[src/rtl/vga_pattern_sequencer_module.sv]
// Test-pattern sequencer: chooses which pattern the colour datapath shows. Changes
// happen only at end of frame, either by auto-cycling or by a latched host request.
module vga_pattern_sequencer_module #(
  parameter int unsigned H_ACTIVE    = 800,
  parameter int unsigned V_ACTIVE    = 600,
  parameter int unsigned HOLD_FRAMES = 60
) (
  input  logic        vga_clk,
  input  logic        rst,
  input  logic        Ready_Sig,
  input  logic [10:0] Column_Addr_Sig,
  input  logic [10:0] Row_Addr_Sig,
  input  logic        Auto_En_Sig,
  input  logic        Mode_Req_Sig,
  input  logic [1:0]  Mode_Sel_Sig,
  output logic [1:0]  Pattern_Sig,
  output logic        Mode_Ack_Sig,
  output logic        Frame_Start_Sig,
  output logic [7:0]  Frame_Cnt_Sig
);

  localparam logic [10:0] HLast    = 11'(H_ACTIVE - 1);
  localparam logic [10:0] VLast    = 11'(V_ACTIVE - 1);
  localparam logic [7:0]  HoldLast = 8'(HOLD_FRAMES - 1);

  typedef enum logic [1:0] {StSync, StAuto, StManual} state_e;

  state_e     state_q;
  logic       pending_q;
  logic [1:0] sel_q;
  logic       req_prev_q;
  logic       frame_end;
  logic       req_rise;

  assign frame_end = Ready_Sig && (Column_Addr_Sig == HLast) && (Row_Addr_Sig == VLast);
  assign req_rise  = Mode_Req_Sig && !req_prev_q;

  always_ff @(posedge vga_clk) begin
    if (rst) begin
      state_q         <= StSync;
      pending_q       <= 1'b0;
      sel_q           <= 2'd0;
      req_prev_q      <= 1'b0;
      Pattern_Sig     <= 2'd0;
      Mode_Ack_Sig    <= 1'b0;
      Frame_Start_Sig <= 1'b0;
      Frame_Cnt_Sig   <= 8'd0;
    end else begin
      req_prev_q      <= Mode_Req_Sig;
      Frame_Start_Sig <= frame_end;
      Mode_Ack_Sig    <= 1'b0;

      if (frame_end) begin
        // A pending request always wins over auto-advance for this frame.
        if (pending_q) begin
          Pattern_Sig  <= sel_q;
          Mode_Ack_Sig <= 1'b1;
          pending_q    <= 1'b0;
        end
        case (state_q)
          StSync: begin
            state_q       <= Auto_En_Sig ? StAuto : StManual;
            Frame_Cnt_Sig <= 8'd0;
          end
          StAuto: begin
            if (!Auto_En_Sig) begin
              state_q       <= StManual;
              Frame_Cnt_Sig <= 8'd0;
            end else if (pending_q) begin
              Frame_Cnt_Sig <= 8'd0;
            end else if (Frame_Cnt_Sig == HoldLast) begin
              Pattern_Sig   <= Pattern_Sig + 2'd1;
              Frame_Cnt_Sig <= 8'd0;
            end else begin
              Frame_Cnt_Sig <= Frame_Cnt_Sig + 8'd1;
            end
          end
          StManual: begin
            if (Auto_En_Sig) begin
              state_q       <= StAuto;
              Frame_Cnt_Sig <= 8'd0;
            end else if (pending_q) begin
              Frame_Cnt_Sig <= 8'd0;
            end else if (Frame_Cnt_Sig != 8'hFF) begin
              Frame_Cnt_Sig <= Frame_Cnt_Sig + 8'd1;
            end
          end
          default: state_q <= StSync;
        endcase
      end

      // A rise on a frame_end cycle is latched here and applied at the following frame_end.
      if (req_rise && !pending_q) begin
        pending_q <= 1'b1;
        sel_q     <= Mode_Sel_Sig;
      end
    end
  end

endmodule

[config.mk]
export PLATFORM = sky130hd
export DESIGN_NAME = vga_pattern_sequencer_module
export DESIGN_NICKNAME = d
export VERILOG_FILES = /design/src/rtl/vga_pattern_sequencer_module.sv
export SDC_FILE = /design/constraint.sdc
export NUM_CORES = 1
export LEC_CHECK = 0
export CORE_MARGIN = 3
export CORE_UTILIZATION = 35
export DETAILED_ROUTE_END_ITERATION = 7
export GPL_TIMING_DRIVEN = 1
export PLACE_DENSITY = 0.66
export SETUP_SLACK_MARGIN = 0.05
export SYNTH_ARGS = -nofsm -noshare
export SYNTH_HDL_FRONTEND = slang
export SYNTH_SLANG_ARGS = --single-unit
[constraint.sdc]
create_clock -name vga_clk -period 4.8 [get_ports vga_clk]
set_clock_uncertainty 0.15 [all_clocks]
set_input_delay 0.96 -clock vga_clk [delete_from_list [all_inputs] [get_ports vga_clk]]
set_output_delay 0.96 -clock vga_clk [all_outputs]
set_load 0.1 [all_outputs]
# After elaboration in Yosys (flattened, before gate mapping)
# Index checks and enable logic that the tools add are counted.
[totals] regBits=18 wordCells=51 in_bits=29 out_inout_bits=12
[op_classes] reduce_logical=12 n_eq_ne=9 bitwise=1 muxes=19 n_addsub=2
[op_table] op="two-way mux 8 bit" count=6
[op_table] op="case mux 8 bit (3 select lines)" count=1
[op_table] op="== test 11 x 10 -> 1 bit (second input constant)" count=2
[op_table] op="two-way mux 2 bit" count=8
[op_table] op="adder 8 x 1 -> 8 bit (second input constant)" count=1
[op_table] op="== test 8 x 6 -> 1 bit (second input constant)" count=1
[op_table] op="inequality test 8 bit (second input constant)" count=1
[op_table] op="case mux 2 bit (3 select lines)" count=1
[op_table] op="AND reduction 3 bit" count=2
[op_table] op="logical AND 1 bit" count=4
[op_table] op="inequality test 2 bit (second input constant)" count=2
[op_table] op="inequality test 4 bit (second input constant)" count=1
[op_table] op="two-way mux 1 bit" count=3
[op_table] op="nonzero test 3 bit" count=1
[op_table] op="adder 2 x 1 -> 2 bit (second input constant)" count=1
[op_table] op="== test 2 x 1 -> 1 bit (second input constant)" count=1
[op_table] op="== test 2 bit (second input constant)" count=1
[op_table] op="logical NOT 1 bit" count=2
[op_table] op="logical NOT 2 bit" count=1
[op_table] op="nonzero test 2 bit" count=1
[op_table] op="OR reduction 2 bit" count=1
[op_table] op="inverter 1 bit" count=1

# Logic depth before layout (Yosys ltp)
[logic_depth] word_depth=5 depth_mapped=8 mapped_depth_nobuf=7

# Least setup slack after synthesis
# OpenSTA, ideal clock, no wires.
[synth_path] path_kind="reg2reg" from="register Frame_Cnt_Sig[1]" to="register Pattern_Sig[1]" setup_time_ps=71 period_less_slack_ps=2653 path_stages_with_launch=7 arrival_time_ps=2432 setup_slack_ps=2147 path_buffers=0 required_time_ps=4579 path_cell_list="dfxtp_1 > ha_1 > or4b_1 > nor3_2 > nand3_1 > a21o_1 > a21oi_1"
[synth_via] elab_chain_cells=5
[synth_lines] item="from (decl)" line="19" text="output logic [7:0] Frame_Cnt_Sig"
[synth_lines] item="from (signal assigned)" line="75" text="Frame_Cnt_Sig <= Frame_Cnt_Sig + 8'd1;"
[synth_lines] item="from (signal assigned)" line="85" text="Frame_Cnt_Sig <= Frame_Cnt_Sig + 8'd1;"
[synth_lines] item="== test 8 x 6 -> 1 bit" line="71" text="end else if (Frame_Cnt_Sig == HoldLast) begin"
[synth_lines] item="two-way mux 2 bit" line="71"
[synth_lines] item="two-way mux 2 bit" line="69" text="end else if (pending_q) begin"
[synth_lines] item="two-way mux 2 bit" line="66" text="if (!Auto_En_Sig) begin"
[synth_lines] item="two-way mux 2 bit" line="60" text="case (state_q)"
[synth_lines] item="to (signal assigned)" line="56" text="Pattern_Sig <= sel_q;"
[synth_lines] item="to (signal assigned)" line="72" text="Pattern_Sig <= Pattern_Sig + 2'd1;"
[synth_lines] item="to (decl)" line="16" text="output logic [1:0] Pattern_Sig,"
# No other way between the ends.
# A chain may end at the register's enable or synchronous reset.

# Worst setup path after layout
[layout_path] from="input Auto_En_Sig" to="register Frame_Cnt_Sig[7]"
[layout_via] elab_chain_cells=2 word_cells_on_any_way=5 classes_between="eq/ne (1); mux (3); reduce/logical (1)"
[layout_lines] item="from (decl)" line="13" text="input logic Auto_En_Sig,"
[layout_lines] item="inequality test 4 bit (no line) (tied with other cells)"
[layout_lines] item="AND reduction 3 bit (no line) or case mux 8 bit (3 select lines) (tied branches)"
# Parallel ways exist; a longest one is shown, timed or not.

==> results.json <==
{
  "critPathSlowestCell": "o2111ai_1",
  "grtUsageTotal_pct": 15.47,
  "n_fill_cell": 265,
  "antenna_found_initial": 0,
  "area_delta_synth_final_pct": 43.18,
  "ctsResizeCount": 0,
  "ys_seq_area_share_pct": 33.88,
  "layout-drive-gt1-share_pct": 6.790,
  "design_area_um2": 1523,
  "tritoncts.num_buffers": 3,
  "hold_viol": 0,
  "grt_pass1_vias": 959,
  "max_slew.worst_pin.slew_ps": 977.4,
  "syn_nets": 156,
  "final.period_utilization_pct": 65.61,
  "cp.required_ps": 4810,
  "initial_utilization_pct": 37.59,
  "power.static_leakage_nw": 0.5170,
  "grt_max_degree": 24,
  "cts.sinks": 18,
  "post_layout_nonfiller_instances": 193,
  "status": "finished, final reports clean",
  "ys_types": 38,
  "drc": 0,
  "cp-start-kind": "primary input",
  "ys_seq_elements": 18,
  "final_nets": 197,
  "vdd_drop_max_mv": 0.1420,
  "overflow": 0,
  "yosysWarnings": 0,
  "holdBufCountCts": 0,
  "fmax_ghz": 0.3176,
  "syn_avg_cell_area_um2": 8.717,
  "portBuffers": 40,
  "synthArstFlopShare_pct": 0,
  "path_cells": "clkdlybuf4s50_1 > nand2b_1 > or4_1 > o2111ai_1 > nand2b_1 > o32ai_1",
  "netlist_area_um2": 1064,
  "maxSlewViolCount": 0,
  "yosysTopAreaCellShare_pct": 33.88,
  "cts_tree": "yes",
  "vias_per_cell": 5.383,
  "die_area_um2": 3736,
  "grt_pass1_wl_mm": 4.333,
  "num_rows": 19,
  "yosysMostFrequentCell": "dfxtp_1",
  "drt_iter0_drc": 44,
  "finalSetupViolCount": 0,
  "synthCells": 122,
  "wl_per_cell_um": 13.71,
  "clk_latency_ps": 290,
  "diodes": 0,
  "gp_congestion": 0.7446,
  "synthTopCellsByCount": "dfxtp_1 (18), a21oi_1 (13), inv_1 (11), nor2_1 (10), nand3_1 (8)",
  "drt-total-wl_mm": 2.646,
  "ant_nets": 0,
  "num_io_pins": 41,
  "firstDrtPassIters": 4,
  "cp.arrival_ps": 3160,
  "root_buffer": "clkbuf_4",
  "rsz0062_at_grt": "false",
  "clock_path_buffers": 2,
  "dp.cells": 189,
  "synth_edf_count": 0,
  "dp_hpwl_mm": 2.060,
  "via_count": 1039,
  "worst_path_largest_cell_delay_ps": 640,
  "slew_headroom_pct": 34.63,
  "core_um2": 2829,
  "power_density_nw_per_um2": 187.1,
  "min_period_ps": 3149,
  "tns_ps": 0,
  "hold_path.class": "reg -> reg",
  "crit_top_cell": "nand2b_1",
  "crit_type": "in -> reg",
  "ys.flop_type": "dfxtp_1",
  "drv_cap": 0,
  "die_h_um": 61.13,
  "place_area_um2": 1486,
  "htreeDepth": 1,
  "worst-path-max-fanout": 11,
  "fp.dieW_um": 61.13,
  "clk_pin_slew_ps": 100,
  "ys_top_cells_by_area": "dfxtp_1 (34%), a21oi_1 (6.1%), ha_1 (5.9%), o32ai_1 (4.9%), nand4b_4 (4.5%)",
  "cts_setup_buffers": 0,
  "synth_area_leader_cell": "dfxtp_1",
  "end_kind": "register"
}
-- cell families (layout without fill, tap and decap cells) --
family	after synthesis	in the layout	share of synthesized area, %
flops	18	18	33.88
compound gates	30	30	18.71
simple gates	52	52	34.24
mux	2	2	1.882
fa+ha+maj	5	5	5.882
buf+inv	15	55	5.411
-- stage by stage --
step / hold WS (ps) / util [%] / setup WS (ps) / power, W
global placement: 330.1 / 52.54 / 1426 / 0.0001948
finish: 354.6 / 53.83 / 1651 / 0.0002849
CTS: 360.9 / 53.83 / 1685 / 0.0002909
floorplan: 310.2 / - / 2147 / 0.0001689
detailed placement: 345.6 / 52.54 / 1384 / 0.0001956
global route: 388.9 / 53.83 / 1513 / 0.0002986
-- cells in the final DEF (no fill, tap or decap), drive strengths merged, types with 3 or more instances in the layout --
cell and count:
ha 5, clkbuf 4, nand3 8, nand4b 3, nand2 6, nor2 10, dfxtp 18, inv 11
nand2b 4, o32ai 6, clkdlybuf4s50 40, or3 5, a21oi 14, o21ai 3
-- metal layers --
metal | part of all wire (%) | wire length (um) | global-route usage (%)
met5 | 0 | 0 | 0
met4 | 1.4 | 36 | 3.096
met3 | 4.0 | 106 | 4.822
met2 | 50 | 1335 | 26.13
met1 | 44 | 1168 | 19.42
-- sequential cells by signal (all words and copies together), names as in the netlist --
| register | count |
|---|---|
| Frame_Cnt_Sig | 8 |
| Pattern_Sig | 2 |
| sel_q | 2 |
| state_q | 2 |
| Frame_Start_Sig | 1 |
| Mode_Ack_Sig | 1 |
| pending_q | 1 |
| req_prev_q | 1 |
-- where the power goes --
part	internal, W	switching, W	total [W]
Sequential	0.000152	0.00000278	0.000154
Combinational	0.0000259	0.0000120	0.0000379
Clock	0.0000462	0.0000466	0.0000927
-- layout make-up --
type | count | area, um2 | area share (%)
Timing Repair Buffer | 40 | 400.4 | 26.29
Tap cell | 31 | 38.79 | 2.547
Clock buffer | 4 | 36.28 | 2.383
Sequential cell | 18 | 360.3 | 23.66
Multi-Input combinational cell | 89 | 645.6 | 42.40
Inverter | 11 | 41.29 | 2.712
-- worst max-delay path: cells and delay by family --
kind                   cells  cell delay [ps]
buffers and inverters      1              460
and+or+nand+nor            3              950
AOI/OAI and AO/OA          2              780
-- final timing paths --
path                            depth (start not counted)                to  slack (ps)              from
worst max-delay path                                    6  Frame_Cnt_Sig[7]        1650       Auto_En_Sig
worst min-delay path                                    2  Frame_Cnt_Sig[1]         350  Frame_Cnt_Sig[1]
worst max register to register                          7  Frame_Cnt_Sig[7]        2230        state_q[0]
worst min register to register                          2  Frame_Cnt_Sig[1]         350  Frame_Cnt_Sig[1]
(Power assumes the default switching activity.)
==> edit 1 (config.mk and constraints unchanged) <==
One comparison of `Frame_Cnt_Sig` changes from == to >=.
--- a/src/rtl/vga_pattern_sequencer_module.sv
+++ b/src/rtl/vga_pattern_sequencer_module.sv
@@ -69,5 +69,5 @@
             end else if (pending_q) begin
               Frame_Cnt_Sig <= 8'd0;
-            end else if (Frame_Cnt_Sig == HoldLast) begin
+            end else if (Frame_Cnt_Sig >= HoldLast) begin
               Pattern_Sig   <= Pattern_Sig + 2'd1;
               Frame_Cnt_Sig <= 8'd0;
Function: no difference found for any inputs over 10 cycles, from zero or initial values and one cycle with rst high; that may be too few to reach the edited logic, so the function may still have changed.
==> edit 1 against the original RTL <==
- worst setup slack improved by 0.063 ns
- clock power grew 2%
- combinational power is 8.4% higher
- area after synthesis rose by 6.0%
- largest cell class unchanged
- total power rose by 1.8%
- die area up 5.4%
- non-clock buffer count unchanged
- via count grew 3.5%
- final cell count increased by 4.7%
- design area is 5.3% higher
- sequential cell count unchanged
- routed wire length increased by 2.9%
- first-iteration DRC count increased by 59%
- global-route usage fell by 0.90 points
==> edit 1: results <==
metrics = {
    "run_status": {
        "status": "complete, no violations",
    },
    "yosys": {
        "synth_cell_type_count": 42,
        "syn_inst": 119,
        "ys_top_cells_by_area": "dfxtp_1 (32%), ha_1 (5.5%), nor2_1 (4.7%), nand4b_4 (4.2%), nor4_4 (3.8%)",
        "synth_common_cells": "dfxtp_1 (18), nor2_1 (14), nand2_1 (9), a21oi_1 (6), inv_1 (6)",
        "syn_nets": 153,
        "syn_area_mm2": 0.00113,
        "yosysSeqAreaShare_pct": 32.0,
    },
    "clocking": {
        "clock-sinks": 18,
        "clk_latency_ns": 0.30,
        "h-tree-depth": 1,
        "clk_pin_slew_ns": 0.10,
        "cts_resized": 0,
        "cts_root_buf": "clkbuf_4",
    },
    "final_layout": {
        "largest_register_ffs": 8,
        "final-clk-cell-share_pct": 2.26,
        "nonClkBufAreaFrac_pct": 25.0,
        "largest_register": "Frame_Cnt_Sig",
        "diodes": 0,
        "nFillCells": 279,
        "dominant_cells": "multi-input gates",
        "regArea_um2": 360,
        "n_clock_buffer": 4,
        "nNetsFinal": 195,
        "buffers": 40,
        "multiInputCombCellCount": 92,
        "multi_input_area_share_pct": 45.6,
        "n_all_inverters": 6,
        "drive_gt1_share_pct": 10.6,
    },
    "detailed_routing": {
        "drt-initial-drc-count": 70,
        "first_pass_iters": 4,
        "routedWlPerCell_um": 13.5,
        "wl_mm": 2.72,
        "avgViaCountPerCell": 5.32,
    },
    "min_path": {
        "min_from": "Frame_Cnt_Sig[1]",
        "min_to": "Frame_Cnt_Sig[1]",
        "hp-class": "reg -> reg",
        "holdPathStages": 2,
    },
    "setup_path": {
        "worstReg2RegEnd": "Frame_Cnt_Sig[6]",
        "critPathTopFamily": "buffers and inverters",
        "rr_worst_depth": 6,
        "critPathMaxStageDelay_ns": 1.19,
        "r2r_start": "state_q[0]",
        "r2r_setup_slack_ns": 2.45,
        "critPathArrivalTime_ns": 1.98,
        "crit_path_top_delay_cell": "clkdlybuf4s50_1",
        "cp_max_fo": 8,
    },
    "placed_design": {
        "finalWeightedCongestion": 0.819,
        "pre_cts_ws_ns": 1.65,
        "postPlaceCellArea_mm2": 0.00157,
        "hpwl_mm": 2.18,
    },
    "power": {
        "power_per_cell_area_mw_per_mm2": 181,
        "p_leak_nw": 0.585,
        "peakVddDrop_uv": 139,
    },
    "global_routing": {
        "grt_max_degree": 19,
        "grt_pass1_vias": 1118,
        "track_usage_pct": 14.6,
        "grt_pass1_wl_mm": 4.71,
    },
    "sta": {
        "slew_headroom_pct": 34.9,
        "whs_ns": 0.355,
    },
}
-- edit 1: cell types whose count changed in the layout (fill, tap and decap cells not counted), sizes merged, moves of 3 or more --
cell	delta
nor4bb	+3
nand3	-4
o32ai	-6
o211ai	+5
nor2	+4
nand2	+4
inv	-5
a21oi	-8
a41oi	+3
nand2b	-3
or3	-4
-- edit 1: how the worst max path moves through the flow --
stage                     cells after the start          startpoint                to
final                                         1    Frame_Cnt_Sig[6]  Frame_Cnt_Sig[6]
after global routing                          1    Frame_Cnt_Sig[6]  Frame_Cnt_Sig[6]
after CTS                                     1    Frame_Cnt_Sig[6]  Frame_Cnt_Sig[6]
after detailed placement                      5         Auto_En_Sig  Frame_Cnt_Sig[7]
after global placement                        6  Column_Addr_Sig[0]  Frame_Cnt_Sig[2]
after floorplan                               6    Frame_Cnt_Sig[0]  Frame_Cnt_Sig[7]
-- edit 1: cell families after synthesis --
family | count (synthesis) | share of synthesized area (%)
multiplexers | 3 | 2.66
AND/OR/NAND/NOR | 53 | 34.9
adder cells (fa/ha/maj) | 5 | 5.55
buffers and inverters | 9 | 3.11
AO/OA/AOI/OAI | 31 | 21.9
flip-flops | 18 | 32.0
-- edit 1: layer usage --
metal  wire length (µm)  GRT usage, %  vias to the layer above
met5                  0             0                        -
met3                131          4.14                        2
met4                 12          5.51                        0
li1                   -             -                      533
met2               1390          25.2                       32
met1               1190          16.9                      508
-- edit 1: power by group --
group	switching [W]	leakage (nW)	total, W	internal, W
Sequential	0.00000297	0.146	0.000154	0.000152
Combinational	0.0000144	0.418	0.0000411	0.0000267
Clock	0.0000482	0.0210	0.0000944	0.0000463
Total	0.0000655	0.585	0.000290	0.000224
==> edit 2 (same settings) <==
Without the edit above. Change the parameter `V_ACTIVE` from 600 to 512.
--- a/src/rtl/vga_pattern_sequencer_module.sv
+++ b/src/rtl/vga_pattern_sequencer_module.sv
@@ -3,5 +3,5 @@
 module vga_pattern_sequencer_module #(
   parameter int unsigned H_ACTIVE    = 800,
-  parameter int unsigned V_ACTIVE    = 600,
+  parameter int unsigned V_ACTIVE    = 512,
   parameter int unsigned HOLD_FRAMES = 60
 ) (
Check against the original RTL: not equivalent (Yosys sat finds a counterexample within 4 cycles, from zero or initial values and one cycle with rst high).
==> edit 2 against the original RTL <==
- area after synthesis is 0.71% lower
- design area is 0.49% lower
- worst setup slack worse by 0.024 ns
- synthesized cell count stayed put
- total power is 0.28% higher
- die area is 0.64% lower
- fmax is 0.76% lower
- via count is 0.87% higher
- sequential cell count stayed put
- core utilization is 0.19 points higher
- first-iteration DRC count is 73% higher
- routed wire length is 1.5% higher
- critical path type unchanged
- critical endpoint unchanged
==> edit 2: results <==
metrics = {
    "final_layout": {
        "n_all_inverters": 12,
        "final-clk-cell-share_pct": 2.39,
        "nFillCells": 272,
        "multi_input_area_um2": 634,
        "buffers": 40,
        "nonClkBufAreaFrac_pct": 26.4,
        "n_clock_buffer": 4,
        "seq-cell-share_pct": 23.8,
        "flops_and_latches": 18,
        "multiInputCombCellCount": 88,
        "drive_gt1_share_pct": 7.41,
    },
    "setup_path": {
        "critPathArrivalTime_ns": 3.19,
    },
    "detailed_routing": {
        "avgViaCountPerCell": 5.43,
        "dr_wl_met3_um": 97,
        "routedWlPerCell_um": 13.9,
        "drt-initial-drc-count": 76,
        "wl_met1_mm": 1.15,
        "first_pass_iters": 4,
    },
    "placed_design": {
        "hpwl_mm": 2.13,
        "postPlaceCellArea_mm2": 0.00148,
        "finalWeightedCongestion": 0.841,
    },
    "run_status": {
        "status": "complete, no violations",
    },
    "global_routing": {
        "grt_max_degree": 22,
        "met2_usage_pct": 27.8,
        "gr-usage-met3_pct": 3.83,
        "grt_pass1_wl_mm": 4.57,
        "track_usage_pct": 16.3,
        "met1_usage_pct": 21.0,
    },
    "sta": {
        "worst_pin_slew_ns": 0.985,
        "whs_ns": 0.354,
    },
    "yosys": {
        "synth_cell_type_count": 36,
        "synth_common_cells": "dfxtp_1 (18), a21oi_1 (13), inv_1 (12), nand3_1 (11), nor2_1 (9)",
        "ys_top_cells_by_area": "dfxtp_1 (34%), a21oi_1 (6.2%), ha_1 (5.9%), nand3_1 (5.2%), o32ai_1 (5.0%)",
        "synth_area_per_cell_um2": 8.66,
        "syn_area_mm2": 0.00106,
        "yosysSeqAreaShare_pct": 34.1,
    },
    "power": {
        "sequentialPowerShare_pct": 54.0,
        "pg_clk_w": 0.0000932,
        "switching_share_pct": 21.8,
        "p_leak_nw": 0.520,
        "peakVddDrop_uv": 148,
    },
    "min_path": {
        "min_to": "Pattern_Sig[1]",
        "min_from": "Pattern_Sig[1]",
    },
    "clocking": {
        "clk_latency_ns": 0.29,
    },
}
==> edit 2: logic make-up (layout without fill, tap and decap cells) <==
family	after synthesis	after routing	share of synthesized area [%]
and+or+nand+nor	51	51	33.2
AOI/OAI and AO/OA	30	30	19.1
DFF	18	18	34.1
buffers and inverters	16	56	5.80
adders and majority gates	5	5	5.92
muxes	2	2	1.90
==> edit 2: worst max-delay path by stage <==
stage	depth (start not counted)	slack, ns	endpoint	startpoint
detailed placement	6	1.36	Frame_Cnt_Sig[7]	Auto_En_Sig
global route	6	1.48	Frame_Cnt_Sig[4]	Auto_En_Sig
global placement	6	1.43	Frame_Cnt_Sig[7]	Auto_En_Sig
floorplan	6	2.13	Pattern_Sig[1]	Frame_Cnt_Sig[1]
finish	6	1.63	Frame_Cnt_Sig[7]	Auto_En_Sig
CTS	6	1.65	Frame_Cnt_Sig[7]	Auto_En_Sig
